===== src/rtl/simple_soc.sv =====
// Serial-echo SoC top: 8N1 UART receiver, one-byte holding register, 8N1 UART
// transmitter and an LED display register showing the last good byte.
module simple_soc #(
  parameter int CLKS_PER_BIT = 16
) (
  input  logic       clk,
  input  logic       reset_i,
  input  logic       rx_i,
  output logic       tx_o,
  output logic [7:0] display_o
);

  localparam int CW = $clog2(CLKS_PER_BIT);
  localparam logic [CW-1:0] CNT_LAST = CW'(CLKS_PER_BIT - 1);
  localparam logic [CW-1:0] CNT_HALF = CW'(CLKS_PER_BIT / 2 - 1);

  typedef enum logic [1:0] {
    ST_IDLE,
    ST_START,
    ST_DATA,
    ST_STOP
  } uart_state_t;

  // Receive path
  logic          r_rx_meta;
  logic          r_rxs;
  uart_state_t   r_rx_state;
  logic [CW-1:0] r_rx_cnt;
  logic [2:0]    r_rx_bit;
  logic [7:0]    r_rx_shift;
  logic          r_rx_done;

  // Holding register, display and transmit path
  logic [7:0]    r_hold;
  logic          r_hold_valid;
  logic [7:0]    r_display;
  uart_state_t   r_tx_state;
  logic [CW-1:0] r_tx_cnt;
  logic [2:0]    r_tx_bit;
  logic [7:0]    r_tx_shift;
  logic          r_tx;
  logic          w_tx_load;

  // NOTE: sequential state uses non-blocking assignments only, so every flop
  // samples the pre-edge value of every other flop regardless of block order.
  always_ff @(posedge clk or posedge reset_i) begin
    if (reset_i) begin
      r_rx_meta <= 1'b1;
      r_rxs     <= 1'b1;
    end else begin
      r_rx_meta <= rx_i;
      r_rxs     <= r_rx_meta;
    end
  end

  always_ff @(posedge clk or posedge reset_i) begin
    if (reset_i) begin
      r_rx_state <= ST_IDLE;
      r_rx_cnt   <= '0;
      r_rx_bit   <= '0;
      r_rx_shift <= '0;
      r_rx_done  <= 1'b0;
    end else begin
      r_rx_done <= 1'b0;
      case (r_rx_state)
        ST_IDLE: begin
          if (!r_rxs) begin
            r_rx_state <= ST_START;
            r_rx_cnt   <= '0;
          end
        end
        ST_START: begin
          // Re-check the line mid start bit; a high level here was a glitch.
          if (r_rx_cnt == CNT_HALF) begin
            r_rx_cnt <= '0;
            if (!r_rxs) begin
              r_rx_state <= ST_DATA;
              r_rx_bit   <= '0;
            end else begin
              r_rx_state <= ST_IDLE;
            end
          end else begin
            r_rx_cnt <= r_rx_cnt + CW'(1);
          end
        end
        ST_DATA: begin
          if (r_rx_cnt == CNT_LAST) begin
            r_rx_cnt   <= '0;
            r_rx_shift <= {r_rxs, r_rx_shift[7:1]};
            if (r_rx_bit == 3'd7) begin
              r_rx_state <= ST_STOP;
            end else begin
              r_rx_bit <= r_rx_bit + 3'd1;
            end
          end else begin
            r_rx_cnt <= r_rx_cnt + CW'(1);
          end
        end
        ST_STOP: begin
          if (r_rx_cnt == CNT_LAST) begin
            r_rx_cnt   <= '0;
            r_rx_state <= ST_IDLE;
            r_rx_done  <= r_rxs;
          end else begin
            r_rx_cnt <= r_rx_cnt + CW'(1);
          end
        end
        default: r_rx_state <= ST_IDLE;
      endcase
    end
  end

  // Loading from STOP as well as IDLE lets back-to-back echoes run gap-free.
  assign w_tx_load = r_hold_valid &&
                     ((r_tx_state == ST_IDLE) ||
                      ((r_tx_state == ST_STOP) && (r_tx_cnt == CNT_LAST)));

  always_ff @(posedge clk or posedge reset_i) begin
    if (reset_i) begin
      r_display    <= 8'h00;
      r_hold       <= 8'h00;
      r_hold_valid <= 1'b0;
    end else begin
      if (r_rx_done) begin
        r_display    <= r_rx_shift;
        r_hold       <= r_rx_shift;
        r_hold_valid <= 1'b1;
      end else if (w_tx_load) begin
        r_hold_valid <= 1'b0;
      end
    end
  end

  always_ff @(posedge clk or posedge reset_i) begin
    if (reset_i) begin
      r_tx_state <= ST_IDLE;
      r_tx_cnt   <= '0;
      r_tx_bit   <= '0;
      r_tx_shift <= '0;
      r_tx       <= 1'b1;
    end else begin
      case (r_tx_state)
        ST_IDLE: begin
          r_tx <= 1'b1;
          if (w_tx_load) begin
            r_tx_shift <= r_hold;
            r_tx_cnt   <= '0;
            r_tx_state <= ST_START;
            r_tx       <= 1'b0;
          end
        end
        ST_START: begin
          if (r_tx_cnt == CNT_LAST) begin
            r_tx_cnt   <= '0;
            r_tx_bit   <= '0;
            r_tx_state <= ST_DATA;
            r_tx       <= r_tx_shift[0];
            r_tx_shift <= {1'b0, r_tx_shift[7:1]};
          end else begin
            r_tx_cnt <= r_tx_cnt + CW'(1);
          end
        end
        ST_DATA: begin
          if (r_tx_cnt == CNT_LAST) begin
            r_tx_cnt <= '0;
            if (r_tx_bit == 3'd7) begin
              r_tx_state <= ST_STOP;
              r_tx       <= 1'b1;
            end else begin
              r_tx_bit   <= r_tx_bit + 3'd1;
              r_tx       <= r_tx_shift[0];
              r_tx_shift <= {1'b0, r_tx_shift[7:1]};
            end
          end else begin
            r_tx_cnt <= r_tx_cnt + CW'(1);
          end
        end
        ST_STOP: begin
          if (r_tx_cnt == CNT_LAST) begin
            r_tx_cnt <= '0;
            if (w_tx_load) begin
              r_tx_shift <= r_hold;
              r_tx_state <= ST_START;
              r_tx       <= 1'b0;
            end else begin
              r_tx_state <= ST_IDLE;
            end
          end else begin
            r_tx_cnt <= r_tx_cnt + CW'(1);
          end
        end
        default: begin
          r_tx_state <= ST_IDLE;
          r_tx       <= 1'b1;
        end
      endcase
    end
  end

  assign tx_o      = r_tx;
  assign display_o = r_display;

endmodule


===== config.mk =====
export PLATFORM = sky130hd
export DESIGN_NAME = simple_soc
export DESIGN_NICKNAME = d
export VERILOG_FILES = /design/src/rtl/simple_soc.sv
export SDC_FILE = /design/constraint.sdc
export NUM_CORES = 1
export LEC_CHECK = 0
export CELL_PAD_IN_SITES_DETAIL_PLACEMENT = 1
export CELL_PAD_IN_SITES_GLOBAL_PLACEMENT = 1
export CORE_UTILIZATION = 45
export CTS_CLUSTER_SIZE = 25
export DETAILED_ROUTE_END_ITERATION = 12
export MAX_ROUTING_LAYER = met4
export PLACE_DENSITY_LB_ADDON = 0.1
export SLEW_MARGIN = 10
export SYNTH_ARGS = -nofsm -noshare
export SYNTH_HDL_FRONTEND = slang
export SYNTH_SLANG_ARGS = --single-unit

===== constraint.sdc =====
create_clock -name clk -period 2.6 [get_ports clk]
set_clock_uncertainty 0.1 [all_clocks]
set_input_delay 0.52 -clock clk [delete_from_list [all_inputs] [get_ports clk]]
set_output_delay 0.52 -clock clk [all_outputs]
set_load 0.02 [all_outputs]

**Word level (Yosys, flattened, before mapping)**

Index checks and enable logic that the tools add are counted.

- Register bits: 47

- Equal/unequal tests: 25
- Add/subtract/negate cells: 4
- Reductions and logical operators: 17
- Muxes and demuxes: 46

Operators by type and width:

| cell | number |
|---|---|
| 8-bit two-way mux | 5 |
| 8-bit case mux with 4 select lines | 1 |
| 2-bit != test, second input constant | 13 |
| 2-bit two-way mux | 11 |
| 3-bit two-way mux | 7 |
| 4-bit two-way mux | 5 |
| 2-bit case mux with 4 select lines | 2 |
| 5-bit AND reduction | 3 |
| 3-bit case mux with 2 select lines | 2 |
| 4-bit case mux with 3 select lines | 1 |
| 4-bit AND reduction | 3 |
| 1-bit two-way mux | 10 |
| 4-bit by 1-bit adder with 4-bit output, second input constant | 2 |
| 2-bit equality test, second input constant | 4 |
| 4-bit equality test, second input constant | 2 |
| 4-bit case mux with 2 select lines | 1 |
| 3-bit by 1-bit adder with 3-bit output, second input constant | 2 |
| 3-bit equality test, second input constant | 2 |
| 2-bit nonzero test | 3 |
| 2-bit by 1-bit equality test with 1-bit output, second input constant | 2 |
| 4-bit by 3-bit equality test with 1-bit output, second input constant | 1 |
| 2-bit logical NOT | 2 |
| 1-bit case mux with 4 select lines | 1 |
| 3-bit OR reduction | 1 |
| other kinds (5) | 6 |

**Depth between registers and ports, before layout**

- Depth after elaboration: 7
- Gate-level depth with buffers: 7
- Depth with buffers taken out: 6

**Worst setup path before layout**

OpenSTA, ideal clock, no wires.

- Path kind: flip-flop to flip-flop
- Start: reg r_tx_state[0]
- End: reg r_tx_shift[0]
- Data required time: 2.375 ns
- Cell stages (with the launch flop): 8
- Clock period less this slack: 1.983 ns
- Path slack: 0.617 ns
- Data arrival time: 1.758 ns
- Buffers on the path: 1
- Cell sequence: dfrtp_1 > inv_1 > ha_1 > nor3_1 > o21ai_2 > o21ba_2 > buf_6 > mux2_4

- Longest elaborated chain between the ends: 7

RTL lines:

| element | RTL line | source |
|---|---|---|
| start: declaration | 37 | `uart_state_t r_tx_state;` |
| start signal: assignment | 136 | `r_tx_state <= ST_IDLE;` |
| start signal: assignment | 148 | `r_tx_state <= ST_START;` |
| start signal: assignment | 156 | `r_tx_state <= ST_DATA;` |
| 2-bit equality test | 116, 142 |  |
| 1-bit logical AND | 116 | `((r_tx_state == ST_STOP) && (r_tx_cnt == CNT_LAST)));` |
| 1-bit logical OR | 115 | `((r_tx_state == ST_IDLE) \|\|` |
| 1-bit logical AND | 114 | `assign w_tx_load = r_hold_valid &&` |
| 8-bit two-way mux (2 in a row) | -- |  |
| 8-bit case mux with 4 select lines | 142 | `case (r_tx_state)` |
| end signal: assignment | 146 | `r_tx_shift <= r_hold;` |
| end signal: assignment | 158 | `r_tx_shift <= {1'b0, r_tx_shift[7:1]};` |
| end signal: assignment | 172 | `r_tx_shift <= {1'b0, r_tx_shift[7:1]};` |
| end: declaration | 40 | `logic [7:0] r_tx_shift;` |

Several ways; a longest one is shown, not always the timed one. The select of a mux whose other input is x is not followed.
A chain may end at the register's enable or synchronous reset.

**Final worst setup path**

- Start: reg r_tx_state[0]
- End: reg r_tx_shift[6]

The elaborated chain is that of the path after synthesis.

==> impl_results.md <==
- Setup violations, final: 0
- # DRC: 0
- Crit path depth: 6
- Post-synth EDFFs: 0
- Crit path cell chain: inv_1 -> ha_1 -> nor3_1 -> o21ai_2 -> o21ba_2 -> mux2_4
- FF-to-FF Start: r_tx_state[0]
- Normalized max-slew margin: 0.581
- Number of I/O pins: 12
- Setup Fix Bufs, Post-CTS: 0
- Multiplexer share of the synthesized area: 0.168
- Crit path DAT: 2.37 ns
- Buffers & Inverters on Critical Path: 1
- RSZ-0062 raised after global routing: false
- Cts bufs inserted: 5
- # hold bufs at CTS: 0
- CP endpoint kind: flip-flop
- Global-route wire length before repair: 7.71 mm
- Synth Area per Inst: 11.8 um^2
- Site Rows: 26
- Tcrit/Tclk final: 0.878
- CTS root buf: clkbuf_8
- Least-Margin Pin Slew: 0.626 ns
- Dominant cell type by area after synthesis: dfrtp_1
- Post-CTS sizing: 0
- Synth Area in Simple Gates: 0.114
- Largest net degree at the start of global routing: 48
- Die H: 74.5 um
- Crit-path max cell delay: 0.43 ns
- Synth top cells by count: 44 x dfrtp_1, 25 x mux2_2, 17 x nand2_1
- R2R Setup Slk: 0.32 ns
- Final net count: 224
- Largest family of logic cells by synthesized area: multiplexers
- Yosys warns: 0
- Area Growth Syn to Fin: 10.2%
- Final Power: 2.45 mW
- Crit path max fanout: 7
- Leakage power: 1.22 nW
- Final Critical Period: 2.28 ns
- Number of DRC markers in iteration 0: 55
- Clock latency on the worst-skew pair: 0.30 ns
- Initial antenna violation count: 0
- Post-synthesis adder-cell area fraction: 0.0583
- RD Place Congestion: 0.754
- FF-to-FF path depth: 6
- Post-DP HPWL: 3.26 mm
- Synth Area in Compound Gates: 0.122
- Post-synthesis register bit count: 47
- WL final: 4.58 mm
- Final core occ: 0.513
- Core outline area: 5070 um^2
- WL per Instance: 16.3 um
- Final count of hold timing violations: 0
- Total global-route track usage: 0.190
- Fmax: 0.438 GHz
- Drt first pass iters: 4
- VDD IR max: 0.000379 V
- Cells on Worst Hold Path: 0
- Max Cap Viol: 0
- Share of cells above drive strength 1: 0.256
- H-tree levels: 2
- Crit path kind: reg -> reg
- Top-area cell type share of the netlist area: 0.466
- Antenna-violating nets left: 0
- Distinct cells, synth: 43
- TNS Setup: 0 ns
- Total gr overflow: 0
- CTS tree: yes
- Sink Count: 47
- Vias per inst: 5.48
- Clock slew at reported path FFs: 0.09 ns
- RR Endpoint: r_tx_shift[6]
- Seq/Total Area, Yosys: 0.499
- Synth Net Count: 215
- Synth Area in XOR/XNOR: 0
- Filler Cells Inserted: 566
- Initial Utilization: 0.465
- Clock Tree Buf Depth: 2
- Fraction of registers with async set/reset: 1.00
- HP Start: r_rx_meta
- Die area: 5540 um^2
- Status: finished, final reports clean
- Startpoint Class: flip-flop
- Vias in the first global route: 1578
- Count leader, synth: dfrtp_1
- Max-slew violation count: 0
- Cells after Synth: 201
- Port bufs: 11
- Slowest stage cell, crit path: o21ba_2
- Post-Syn Area: 2360 um^2
- Chip width: 74.5 um
- Top post-synthesis cells by area: dfrtp_1 47%, mux2_2 12%, ha_1 5.8%
- Worst Path Required: 2.69 ns
- Cell family with most CP delay: compound AO/OA/AOI/OAI gates
- Hold path endpoint: r_rxs
- Main synth FF type: dfrtp_1
- P per Cell Area: 941 nW/um^2
- N_diodes: 0
- Via count: 1540
- Worst hold path type: reg -> reg
[placed cells by master (no fill, tap or decap), types with 4 or more instances in the layout]
master	synthesis	final
clkbuf_8	0	6
mux2_2	25	25
inv_1	7	6
clkdlybuf4s50_1	0	11
ha_1	11	11
a21o_1	4	4
nor3_1	5	5
nand2_1	17	17
a21oi_1	5	5
mux2_4	7	7
nor2b_1	4	4
o21ai_0	11	11
nor2_1	5	5
nand3_1	7	7
dfrtp_1	44	44
[registers in the layout, summed over array words and instances, names as in the netlist, named ones only]
name	count
display_o	8
r_hold_valid	1
r_rx_bit	3
r_rx_cnt	4
r_rx_done	1
r_rx_meta	1
r_rx_shift	8
r_rx_state	1
r_rxs	1
r_tx_bit	3
r_tx_cnt	4
r_tx_shift	8
r_tx_state	2
tx_o	1
[where the power goes]
part / switching (mW) / internal (mW) / leakage (nW)
registers: 0.158 / 0.861 / 0.624
clock network: 0.260 / 0.217 / 0.0474
logic: 0.529 / 0.423 / 0.545
total: 0.947 / 1.50 / 1.22
[stage by stage]
step                      setup slack (ns)  cell area, um^2  hold WS, ns  cells
after floorplan                      0.617             2360        0.245    201
after CTS                            0.311             2600        0.263    281
final                                0.316             2600        0.260    281
after global routing                 0.173             2600        0.272    281
after global placement               0.451             2500        0.247    273
after detailed placement             0.341             2500        0.250    273
[logic make-up (layout without fill, tap and decap cells)]
kind of cell,count (synthesis),count (layout)
and+or+nand+nor,52,52
DFF,47,47
muxes,33,33
AOI/OAI and AO/OA,41,41
adders and majority gates,11,11
buffers and inverters,17,27
[worst max path at each step]
| stage | start | to |
|---|---|---|
| 6_report | r_tx_state[0] | r_tx_shift[6] |
| 5_1_grt | r_tx_state[0] | r_tx_shift[6] |
| 4_1_cts | r_tx_state[0] | r_tx_shift[6] |
| 3_5_place_dp | r_tx_state[0] | r_tx_shift[6] |
| 3_3_place_gp | r_tx_state[0] | r_tx_shift[3] |
| 2_1_floorplan | r_tx_state[0] | r_tx_shift[0] |
[layout make-up]
type                    count  area, um^2  area share
flip-flops and latches     47        1180       0.453
clock buffers               6        82.6      0.0317
inverters                   7        26.3      0.0101
repair buffers             12         118      0.0452
clock inverters             2        16.3     0.00625
well taps                  70        87.6      0.0337
multi-input cells         137        1090       0.420
[per-layer routing]
layer  vias up  share of wire  global-route usage
li1        747              -                   -
met1       769           0.49               0.252
met2        18           0.47               0.287
met3         6          0.024              0.0434
met4         0          0.012              0.0629
met5         -              0                   -
(Power assumes the default switching activity.)
==> edit: new RTL, config.mk and constraints unchanged <==
Set the parameter `CLKS_PER_BIT` to 32 (it was 16).
--- a/src/rtl/simple_soc.sv
+++ b/src/rtl/simple_soc.sv
@@ -2,5 +2,5 @@
 // transmitter and an LED display register showing the last good byte.
 module simple_soc #(
-  parameter int CLKS_PER_BIT = 16
+  parameter int CLKS_PER_BIT = 32
 ) (
   input  logic       clk,
Formal check against the unedited RTL: same outputs for any inputs over 10 cycles, from zero or initial values and one cycle with reset_i high; that may be too few to reach the edited logic, so the function may still have changed.
==> edit against the original RTL <==
First-iteration DRC count grew 42%. Synthesized cell count is 14% higher. Synthesized area increased by 6.6%. Sequential cell count rose by 2. Setup slack worse by 90 ps. Critical path depth is 1 higher. Total power increased by 8.8%. Clock power up 19%. Critical endpoint is now r_tx_shift[3]. Die area grew 6.4%. Combinational power rose by 11%. Wire length increased by 12%. Final area increased by 7.6%.
==> edit: results (changes against the original RTL) <==
- The run finished with clean final reports.
- The routed metal-1 wire length is 2.25 mm (-0.53%).
- The vias per cell came to 5.54 (+1.1%).
- The critical path ends at r_tx_shift[3].
- The overall die area was 5900 um2 (+6.4%).
- The share of the synthesized area in compound gates (AO/OA/AOI/OAI) was 14.1% (+1.9 points).
- The worst slew margin relative to its limit is 54.5% (-3.5 points).
- The net load switching power is 1.01 mW (+6.1%).
- The global placement routability congestion was 0.774 (+2.6%).
- By area the synthesized netlist is led by sky130_fd_sc_hd__dfrtp_1 46%, sky130_fd_sc_hd__mux2_2 8.0%, sky130_fd_sc_hd__ha_1 7.5%.
- The via count of the first global-routing pass is 1910 (+21%).
- The mux share of post-synthesis cell area is 11.1% (-5.7 points).
- The delay of the slowest critical-path stage was 460 ps (+30 ps).
- The cell depth of the worst flop-to-flop path is 7 (+1).
- The post-synthesis cell type count is 48 (+12%).
- The worst hold margin is 259 ps (-0.243 ps).
- The commonest cells after synthesis are 46 x sky130_fd_sc_hd__dfrtp_1, 29 x sky130_fd_sc_hd__nand2_1, 18 x sky130_fd_sc_hd__mux2_2.
- The adder and majority gate portion of the synthesized area came to 7.45% (+1.6 points).
- The part of the Yosys area used for sequential elements is 48.8% (-1.1 points).
- The layout multi-input combinational cell count is 161 (+18%).
- The clock buffer count in the final layout is 7 (+1).
- The proportion of cell area spent on the clock network came to 4.16% (+0.36 points).
- The routed wire length is 5.15 mm (+12%).
- The wire length on met3 came to 113 um (+0.89%).
- The met3 usage is 3.81% (-0.53 points).
- The proportion of total power due to net switching is 37.7% (-0.96 points).
- The post-placement setup slack is 306 ps (-35.1 ps).
- The met2 routed wirelength came to 2.71 mm (+26%).
- The combinational power share is 39.7% (+0.8 points).
- The fraction of met2 tracks used by global routing is 34.8% (+6.1 points).
- The count of inverters not on the clock network in the layout came to 12 (+5).
- The half-perimeter wire length after detailed placement is 3.64 mm (+11%).
- The post-placement cell count was 304 (+11%).
- The register share of the cell area was 43.9% (-1.4 points).
- The worst ir drop on vdd is 383 uV (+1.1%).
- The arrival time at the worst endpoint is 2450 ps (+80 ps).
- The instance count of the mapped netlist is 229 (+14%).
-- edit: cell types whose count changed in the layout (fill, tap and decap cells not counted), moves of 3 or more --
cell | before | now
sky130_fd_sc_hd__a21oi_1 | 5 | 12
sky130_fd_sc_hd__a32o_1 | 3 | 0
sky130_fd_sc_hd__ha_1 | 11 | 15
sky130_fd_sc_hd__inv_1 | 6 | 11
sky130_fd_sc_hd__mux2_2 | 25 | 18
sky130_fd_sc_hd__mux2_4 | 7 | 1
sky130_fd_sc_hd__mux2i_1 | 1 | 4
sky130_fd_sc_hd__nand2_1 | 17 | 29
sky130_fd_sc_hd__nand2b_1 | 3 | 10
sky130_fd_sc_hd__nand3_1 | 7 | 3
sky130_fd_sc_hd__nor3_1 | 5 | 8
sky130_fd_sc_hd__o21ai_0 | 11 | 14
sky130_fd_sc_hd__o311ai_0 | 1 | 7
